File: src/rtl/conv_pkg.sv
// Shared definitions for the transposed 2-D convolution block: FSM state
// encoding and small size/index helpers used by the top and the testbench.
// Optional build macro affecting this block: CONVT_SATURATE_EN.
package conv_pkg;

    typedef enum logic [2:0] {
        IDLE,
        INIT,
        MAC,
        WRITE,
        DONE
    } state_t;

    // Output spatial size of a transposed convolution along one axis.
    function automatic int convt_out_dim(input int in_dim, input int k,
                                         input int s, input int p);
        return (in_dim - 1) * s - 2 * p + k;
    endfunction

    // Counter width able to hold 0..n-1 (at least one bit).
    function automatic int cnt_width(input int n);
        return (n <= 1) ? 1 : $clog2(n);
    endfunction

    // Row-major flat index of (a,b,c) in an [*][nb][nc] tensor.
    function automatic int flat_idx3(input int a, input int b, input int c,
                                     input int nb, input int nc);
        return (a * nb + b) * nc + c;
    endfunction

endpackage

File: src/rtl/convt_mac_unit.sv
// Single multiply-accumulate lane for conv_transpose2d_seq.
// Load seeds the accumulator with the bias; accumulate adds x*w only when
// the current tap is valid. With CONVT_SATURATE_EN the accumulator is
// double width with full-precision products and the result is clamped;
// otherwise everything wraps at DATA_WIDTH bits.
module convt_mac_unit #(
    parameter int DATA_WIDTH = 32
) (
    input  logic                         clk,
    input  logic                         rst,
    input  logic                         i_load,
    input  logic                         i_acc_en,
    input  logic                         i_valid,
    input  logic signed [DATA_WIDTH-1:0] i_bias,
    input  logic signed [DATA_WIDTH-1:0] i_x,
    input  logic signed [DATA_WIDTH-1:0] i_w,
    output logic signed [DATA_WIDTH-1:0] o_result
);

`ifdef CONVT_SATURATE_EN
    localparam int ACC_W = 2 * DATA_WIDTH;
`else
    localparam int ACC_W = DATA_WIDTH;
`endif

    logic signed [ACC_W-1:0] r_acc;
    logic signed [ACC_W-1:0] w_prod;
    logic signed [ACC_W-1:0] w_bias_ext;

    // Sign-extend operands to the accumulator width before multiplying.
    always_comb begin
        w_bias_ext = ACC_W'(i_bias);
        w_prod     = ACC_W'(i_x) * ACC_W'(i_w);
    end

    // Accumulator: bias load, gated accumulate, otherwise hold.
    always_ff @(posedge clk or posedge rst) begin
        if (rst) begin
            r_acc <= '0;
        end else if (i_load) begin
            r_acc <= w_bias_ext;
        end else if (i_acc_en && i_valid) begin
            r_acc <= r_acc + w_prod;
        end
    end

`ifdef CONVT_SATURATE_EN
    localparam logic signed [ACC_W-1:0] SAT_MAX = ACC_W'({1'b0, {(DATA_WIDTH-1){1'b1}}});
    localparam logic signed [ACC_W-1:0] SAT_MIN = ~SAT_MAX;

    // Clamp the wide accumulator into the DATA_WIDTH signed range.
    always_comb begin
        if (r_acc > SAT_MAX) begin
            o_result = SAT_MAX[DATA_WIDTH-1:0];
        end else if (r_acc < SAT_MIN) begin
            o_result = SAT_MIN[DATA_WIDTH-1:0];
        end else begin
            o_result = r_acc[DATA_WIDTH-1:0];
        end
    end
`else
    // Wrap-around result: accumulator is already DATA_WIDTH wide.
    always_comb begin
        o_result = r_acc;
    end
`endif

endmodule

File: src/rtl/conv_transpose2d_seq.sv
// Sequential transposed 2-D convolution, gather formulation, one MAC per
// clock. Each output element takes INIT + N_TAP MAC cycles + WRITE; results
// are published atomically on the done pulse.
// Optional build macro: CONVT_SATURATE_EN (saturating wide accumulation).
module conv_transpose2d_seq
    import conv_pkg::*;
#(
    parameter int IN_CHANNELS  = 1,
    parameter int OUT_CHANNELS = 1,
    parameter int IN_HEIGHT    = 2,
    parameter int IN_WIDTH     = 2,
    parameter int KERNEL_SIZE  = 2,
    parameter int STRIDE       = 2,
    parameter int PADDING      = 0,
    parameter int DATA_WIDTH   = 32
) (
    input  logic clk,
    input  logic rst,
    input  logic start,
    input  logic [IN_CHANNELS*IN_HEIGHT*IN_WIDTH*DATA_WIDTH-1:0]                input_tensor_flat,
    input  logic [IN_CHANNELS*OUT_CHANNELS*KERNEL_SIZE*KERNEL_SIZE*DATA_WIDTH-1:0] weights_flat,
    input  logic [OUT_CHANNELS*DATA_WIDTH-1:0]                                bias_flat,
    output logic busy,
    output logic done,
    output logic [OUT_CHANNELS*convt_out_dim(IN_HEIGHT, KERNEL_SIZE, STRIDE, PADDING)
                  *convt_out_dim(IN_WIDTH, KERNEL_SIZE, STRIDE, PADDING)*DATA_WIDTH-1:0] output_tensor_flat
);

    localparam int OUT_HEIGHT = convt_out_dim(IN_HEIGHT, KERNEL_SIZE, STRIDE, PADDING);
    localparam int OUT_WIDTH  = convt_out_dim(IN_WIDTH, KERNEL_SIZE, STRIDE, PADDING);
    localparam int N_IN       = IN_CHANNELS * IN_HEIGHT * IN_WIDTH;
    localparam int N_W        = IN_CHANNELS * OUT_CHANNELS * KERNEL_SIZE * KERNEL_SIZE;
    localparam int N_OUT      = OUT_CHANNELS * OUT_HEIGHT * OUT_WIDTH;

    localparam int OC_W = cnt_width(OUT_CHANNELS);
    localparam int OH_W = cnt_width(OUT_HEIGHT);
    localparam int OW_W = cnt_width(OUT_WIDTH);
    localparam int IC_W = cnt_width(IN_CHANNELS);
    localparam int K_W  = cnt_width(KERNEL_SIZE);

    state_t r_state;

    logic [N_IN*DATA_WIDTH-1:0]         r_x;
    logic [N_W*DATA_WIDTH-1:0]          r_w;
    logic [OUT_CHANNELS*DATA_WIDTH-1:0] r_b;
    logic [N_OUT*DATA_WIDTH-1:0]        r_result_buf;

    logic [OC_W-1:0] r_oc;
    logic [OH_W-1:0] r_oh;
    logic [OW_W-1:0] r_ow;
    logic [IC_W-1:0] r_ic;
    logic [K_W-1:0]  r_kh;
    logic [K_W-1:0]  r_kw;

    logic signed [31:0] w_th;
    logic signed [31:0] w_tw;
    logic signed [31:0] w_ih;
    logic signed [31:0] w_iw;
    logic signed [31:0] w_x_idx;
    logic signed [31:0] w_w_idx;
    logic signed [31:0] w_out_idx;
    logic               w_tap_valid;
    logic               w_last_tap;
    logic               w_last_elem;

    logic signed [DATA_WIDTH-1:0] w_x_op;
    logic signed [DATA_WIDTH-1:0] w_w_op;
    logic signed [DATA_WIDTH-1:0] w_bias_op;
    logic signed [DATA_WIDTH-1:0] w_acc;

    // Tap-validity decode: which input pixel (if any) feeds this output through this kernel tap.
    always_comb begin
        w_th = $signed(32'(r_oh)) + PADDING - $signed(32'(r_kh));
        w_tw = $signed(32'(r_ow)) + PADDING - $signed(32'(r_kw));
        w_ih = w_th / STRIDE;
        w_iw = w_tw / STRIDE;
        w_tap_valid = (w_th >= 0) && (w_tw >= 0) &&
                      ((w_th % STRIDE) == 0) && ((w_tw % STRIDE) == 0) &&
                      (w_ih < IN_HEIGHT) && (w_iw < IN_WIDTH);
        // Invalid taps point at element 0 so the operand mux never indexes out of range.
        w_x_idx = w_tap_valid ? flat_idx3(32'(r_ic), w_ih, w_iw, IN_HEIGHT, IN_WIDTH) : '0;
        w_w_idx = flat_idx3(32'(r_ic) * OUT_CHANNELS + 32'(r_oc), 32'(r_kh), 32'(r_kw),
                            KERNEL_SIZE, KERNEL_SIZE);
        w_out_idx = flat_idx3(32'(r_oc), 32'(r_oh), 32'(r_ow), OUT_HEIGHT, OUT_WIDTH);
    end

    // Operand muxes and end-of-loop flags.
    always_comb begin
        w_x_op    = r_x[w_x_idx*DATA_WIDTH +: DATA_WIDTH];
        w_w_op    = r_w[w_w_idx*DATA_WIDTH +: DATA_WIDTH];
        w_bias_op = r_b[r_oc*DATA_WIDTH +: DATA_WIDTH];
        w_last_tap  = (r_ic == IC_W'(IN_CHANNELS - 1)) &&
                      (r_kh == K_W'(KERNEL_SIZE - 1)) &&
                      (r_kw == K_W'(KERNEL_SIZE - 1));
        w_last_elem = (r_oc == OC_W'(OUT_CHANNELS - 1)) &&
                      (r_oh == OH_W'(OUT_HEIGHT - 1)) &&
                      (r_ow == OW_W'(OUT_WIDTH - 1));
    end

    convt_mac_unit #(
        .DATA_WIDTH(DATA_WIDTH)
    ) u_mac (
        .clk      (clk),
        .rst      (rst),
        .i_load   (r_state == INIT),
        .i_acc_en (r_state == MAC),
        .i_valid  (w_tap_valid),
        .i_bias   (w_bias_op),
        .i_x      (w_x_op),
        .i_w      (w_w_op),
        .o_result (w_acc)
    );

    // Control FSM with counters, input capture, result buffer and registered outputs.
    always_ff @(posedge clk or posedge rst) begin
        if (rst) begin
            r_state            <= IDLE;
            busy               <= 1'b0;
            done               <= 1'b0;
            output_tensor_flat <= '0;
            r_result_buf       <= '0;
            r_x                <= '0;
            r_w                <= '0;
            r_b                <= '0;
            r_oc               <= '0;
            r_oh               <= '0;
            r_ow               <= '0;
            r_ic               <= '0;
            r_kh               <= '0;
            r_kw               <= '0;
        end else begin
            case (r_state)
                IDLE: begin
                    done <= 1'b0;
                    if (start) begin
                        r_x     <= input_tensor_flat;
                        r_w     <= weights_flat;
                        r_b     <= bias_flat;
                        r_oc    <= '0;
                        r_oh    <= '0;
                        r_ow    <= '0;
                        r_ic    <= '0;
                        r_kh    <= '0;
                        r_kw    <= '0;
                        busy    <= 1'b1;
                        r_state <= INIT;
                    end
                end
                INIT: begin
                    r_state <= MAC;
                end
                MAC: begin
                    if (w_last_tap) begin
                        r_ic    <= '0;
                        r_kh    <= '0;
                        r_kw    <= '0;
                        r_state <= WRITE;
                    end else if (r_kw != K_W'(KERNEL_SIZE - 1)) begin
                        r_kw <= r_kw + 1'b1;
                    end else begin
                        r_kw <= '0;
                        if (r_kh != K_W'(KERNEL_SIZE - 1)) begin
                            r_kh <= r_kh + 1'b1;
                        end else begin
                            r_kh <= '0;
                            r_ic <= r_ic + 1'b1;
                        end
                    end
                end
                WRITE: begin
                    r_result_buf[w_out_idx*DATA_WIDTH +: DATA_WIDTH] <= w_acc;
                    if (w_last_elem) begin
                        r_oc    <= '0;
                        r_oh    <= '0;
                        r_ow    <= '0;
                        busy    <= 1'b0;
                        r_state <= DONE;
                    end else begin
                        r_state <= INIT;
                        if (r_ow != OW_W'(OUT_WIDTH - 1)) begin
                            r_ow <= r_ow + 1'b1;
                        end else begin
                            r_ow <= '0;
                            if (r_oh != OH_W'(OUT_HEIGHT - 1)) begin
                                r_oh <= r_oh + 1'b1;
                            end else begin
                                r_oh <= '0;
                                r_oc <= r_oc + 1'b1;
                            end
                        end
                    end
                end
                DONE: begin
                    done               <= 1'b1;
                    output_tensor_flat <= r_result_buf;
                    r_state            <= IDLE;
                end
                default: begin
                    r_state <= IDLE;
                end
            endcase
        end
    end

endmodule

File: config.mk
export PLATFORM = sky130hd
export DESIGN_NAME = conv_transpose2d_seq
export DESIGN_NICKNAME = d
export VERILOG_FILES = /design/src/rtl/conv_pkg.sv /design/src/rtl/convt_mac_unit.sv /design/src/rtl/conv_transpose2d_seq.sv
export SDC_FILE = /design/constraint.sdc
export NUM_CORES = 2
export LEC_CHECK = 0
export BUFFER_PORTS_ARGS = -buffer_cell sky130_fd_sc_hd__clkbuf_2
export CAP_MARGIN = 30
export CELL_PAD_IN_SITES_DETAIL_PLACEMENT = 1
export CELL_PAD_IN_SITES_GLOBAL_PLACEMENT = 2
export CORE_ASPECT_RATIO = 0.8
export CORE_MARGIN = 4
export CORE_UTILIZATION = 40
export CTS_BUF_LIST = sky130_fd_sc_hd__clkbuf_8
export CTS_CLUSTER_DIAMETER = 50
export DETAILED_ROUTE_END_ITERATION = 10
export GPL_TIMING_DRIVEN = 0
export PLACE_DENSITY_LB_ADDON = 0.1
export SYNTH_ARGS = -nofsm -noshare
export SYNTH_HDL_FRONTEND = slang
export SYNTH_SLANG_ARGS = --single-unit
File: constraint.sdc
create_clock -name clk -period 115.7 [get_ports clk]
set_input_delay 17.355 -clock clk [delete_from_list [all_inputs] [get_ports clk]]
set_output_delay 17.355 -clock clk [all_outputs]
set_load 0.03 [all_outputs]
-- Word level (Yosys, flattened, before mapping)
Index checks and enable logic that the tools add are counted.
- flip-flop bits (word level): 1357
- word-level logic and storage cells: 125
- multiplexer cells: 36
- $lt $le $gt $ge: 4
- multiply operators: 1
- reductions and logical operators: 26
- shift-type cells: 5
- equal/unequal tests: 15
- bitwise operators: 4
- add/sub/neg operators: 19
- operators with widths (kind ; number):
    512-bit bitwise mux ; 1
    32-bit by 33-bit variable shift with 512-bit output (first input constant) ; 1
    32-bit by 33-bit variable part select with 512-bit output ; 1
    128-bit by 12-bit variable part select with 32-bit output ; 1
    128-bit by 32-bit variable part select with 32-bit output ; 1
    32-bit by 1-bit adder with 32-bit output ; 2
    32-bit zero test ; 2
    32-bit by 3-bit less-than comparator with 1-bit output (second input constant) ; 2
    32-bit 2-to-1 mux ; 2
    12-bit negator with 33-bit output ; 1
    32-bit adder ; 1
    32-bit by 32-bit multiplier with 32-bit output ; 1
    32-bit by 7-bit variable part select with 32-bit output ; 1
    27-bit adder ; 1
    27-bit 2-to-1 mux ; 1
    3-bit by 26-bit adder with 26-bit output ; 1
    1-bit 2-to-1 mux ; 14
    2-bit 2-to-1 mux ; 6
    3-bit inequality test (second input constant) ; 4
    1-bit case mux with 2 select lines ; 6
    3-bit case mux with 4 select lines ; 1
    1-bit logical AND ; 10
    2-bit inequality test (second input constant) ; 5
    3-bit 2-to-1 mux ; 3
    21 further kinds ; 41

-- Depth between registers and ports, before layout
- depth in word-level cells: 13
- mapped depth: 49
- gate-level depth less buffers: 45

-- Cells and area by module
A second synthesis with hierarchy kept.
- cells, all modules: 6265
- area total of the unflattened synthesis: 72000.3 µm²
- modules (own cells, without submodules) (module ; cells each ; times used ; sequential area each (µm²) ; area an instance (µm²)):
    conv_transpose2d_seq ; 4179 ; 1 ; 33156.8 ; 53263.6
    convt_mac_unit ; 2086 ; 1 ; 800.8 ; 18736.7

-- Least setup slack after synthesis
OpenSTA, ideal clock, no wires.
- path type: input-to-reg
- start point: input port start
- end point: register r_b[0]
- data arrival time: 18.541 ns
- library setup time: 0.065 ns
- slack: 97.094 ns
- cell stages on the path: 5
- data required time: 115.635 ns
- path through: nor4b_1 -> clkbuf_1 -> clkbuf_1 -> nand2_1 -> nand2_1
- cells in the longest elaborated chain, start to end: 1
- RTL lines (item ; line ; RTL):
    from (decl) ; conv_transpose2d_seq.sv:19 ; input logic start,
    2-bit AND reduction (no line) ; -- ;
    to (signal assigned) ; conv_transpose2d_seq.sv:138 ; r_b <= bias_flat;
    to (decl) ; conv_transpose2d_seq.sv:45 ; logic [OUT_CHANNELS*DATA_WIDTH-1:0] r_b;
Every way passes these cells.
A chain may end at the register's enable or synchronous reset.

==> flow_summary.ini <==
[cts]
cts_num_sinks = 1357
cts_tree = done
cts_made_buffers = 219
root_buffer = clkbuf_8
htree_levels = 4
insertion_delay_ps = 970
cts_resized = 0
cts_buffer_depth = 3
cts_hold_buf = 0
post_cts_buffers = 0
cts.reportedPaths.clkPinSlew_ps = 60

[die]
placement_rows = 136
die_w_um = 474.9
die_y_um = 381.5
start_util_pct = 40.42
dieArea_um2 = 181100
ioPinCount = 805
core_region_area_um2 = 172500

[sta]
fin_crit_ps = 19800
holdWs_ps = 468.2
final_hold_viol_count = 0
finalCritPeriodShare_pct = 17.11
fmax_ghz = 0.05051
slew_viol_final = 0
worst_pin_slew_ps = 1085
finalWorstSetupSlack_ps = 95900
skew_ps = 57.74
timing.slew.headroom_pct = 27.69
rsz0062_at_grt = no
fin_tns_setup_ps = 0
setup_viol = 0

[placed_design]
pre_cts_ws_ps = 94840
io_buffer_count = 804
routabilityCongestion = 0.9167
dpl.hpwl_um = 215000

[detailed_routing]
drt_iter0_drc = 4062
viasPerCell = 5.256
num_vias = 53770
final_antenna_net_count = 0
routedWlPerCell_um = 26.74
drtPass1Iterations = 5
routed_wl_um = 273500
post-route-drc-count = 0

[global_routing]
grt-ovfl-total = 0
grt_use_total_pct = 30.09
grt_pass1_vias = 57250
antenna_found_initial = 21
grt_max_degree = 133
grt_pass1_wl_um = 397400

[synthesis]
ys_types = 75
syn_area_per_cell_um2 = 10.42
syn_nets = 7593
synth-edff-count = 0
ys_seq_area_share_pct = 48.69
syn_area_um2 = 69740
yosysWarnings = 0
synth_flop_cell = dfrtp_1
postSynthCellCount = 6693
synth_async_sr_flop_share_pct = 100.0
synth_seq_cells = 1357

[final_layout]
drive_gt1_share_pct = 22.54
area_growth_pct = 17.92
layout_commonest_cell = nand2_1
nNetsFinal = 8673
mostFrequentLayoutCells = nand2_1 (1809), dfrtp_1 (1357), clkbuf_2 (808)

[run_status]
status = complete, no violations

[setup_path]
arrival_ps = 20800
cp-end-kind = async pin
cp.required_ps = 116700
critPathKind = in2async
start_kind = primary input
path_max_fanout = 123

[run]
cap_violations = 0

[min_path]
hp-class = reg2reg
-- per-stage QoR --
step / cell area (µm²) / instances / utilization (%)
finish: 82240 / 10230 / 47.67
global route: 82240 / 10230 / 47.66
CTS: 82130 / 10220 / 47.60
detailed placement: 77560 / 9824 / 44.95
global placement: 76620 / 9774 / 44.40
floorplan: 69740 / 6693 / -
-- sequential cells by signal (all words and copies together), names as in the netlist --
| signal | flops |
|---|---|
| output_tensor_flat | 512 |
| r_result_buf | 512 |
| r_w | 128 |
| r_x | 128 |
| r_b | 32 |
| u_mac.o_result | 32 |
| r_state | 3 |
| r_oh | 2 |
| r_ow | 2 |
| busy | 1 |
| done | 1 |
| r_ic | 1 |
| r_kh | 1 |
| r_kw | 1 |
| r_oc | 1 |
-- synth_stat cells, types with 42 or more instances --
cell	count	area, µm²
o21ai_0	488	2442
mux2_2	528	5946
dfrtp_1	1357	33960
ha_1	170	2127
nand2_1	1809	6790
clkbuf_1	338	1269
o31ai_1	66	495.5
fa_1	439	8788
mux2i_1	42	420.4
nor2_1	359	1348
xnor2_1	68	595.6
a21oi_1	95	475.5
inv_1	567	2128
-- metal layers --
layer	global-route usage [%]	up-vias	share of wire, %
li1	-	23550	-
met2	48.60	1503	47
met1	41.52	28390	44
met3	5.399	328	5.9
met5	0	-	0.0048
met4	8.963	2	3.1
-- final timing paths --
path                                                          start  cells past startpoint                                  end  slack [ps]
worst min-delay path                  r_result_buf[227]$_DFFE_PP0P_                      1  output_tensor_flat[227]$_DFFE_PP0P_         470
min in group asynchronous                                       rst                      2  output_tensor_flat[116]$_DFFE_PP0P_       16460
worst max-delay path                                            rst                      7  output_tensor_flat[204]$_DFFE_PP0P_       95900
worst max register to register                  r_ow[0]$_DFFE_PP0P_                     45       u_mac.o_result[25]$_DFFE_PP0P_      102620
worst min register to register        r_result_buf[227]$_DFFE_PP0P_                      1  output_tensor_flat[227]$_DFFE_PP0P_         470
max in group clk                output_tensor_flat[230]$_DFFE_PP0P_                      1              output_tensor_flat[230]       96630
-- cell type report --
| class | instances | area [µm²] |
|---|---|---|
| buffer | 374 | 1535 |
| antenna | 4 | 10.01 |
| clock inverter | 122 | 783.3 |
| fill | 19420 | 90300 |
| sequential | 1357 | 33960 |
| clock buffer | 275 | 3785 |
| timing repair buffer | 859 | 5055 |
| tap | 2277 | 2849 |
| inverter | 568 | 2140 |
| multi-input combinational | 4394 | 32130 |
-- worst max-delay path, stage by stage --
cell and delay (ps):
clkbuf_2 120, inv_8 390, buf_16 470, buf_16 500, buf_16 450, buf_16 480, buf_16 460
-- cells by family (layout without fill, tap and decap cells) --
group | count (synthesis) | count (layout) | synth area share, %
xor gates and xnor gates | 91 | 91 | 1.182
other | 0 | 4 | 0
DFF | 1357 | 1357 | 48.69
and+or+nand+nor | 2326 | 2326 | 13.08
adders and majority gates | 609 | 609 | 15.65
AOI/OAI and AO/OA | 778 | 778 | 6.365
buffers and inverters | 942 | 2198 | 5.251
muxes | 590 | 590 | 9.784
Power is left out: the tool's default activity adds up to more than one toggle a clock period on the data nets, which glitch-free logic cannot reach.
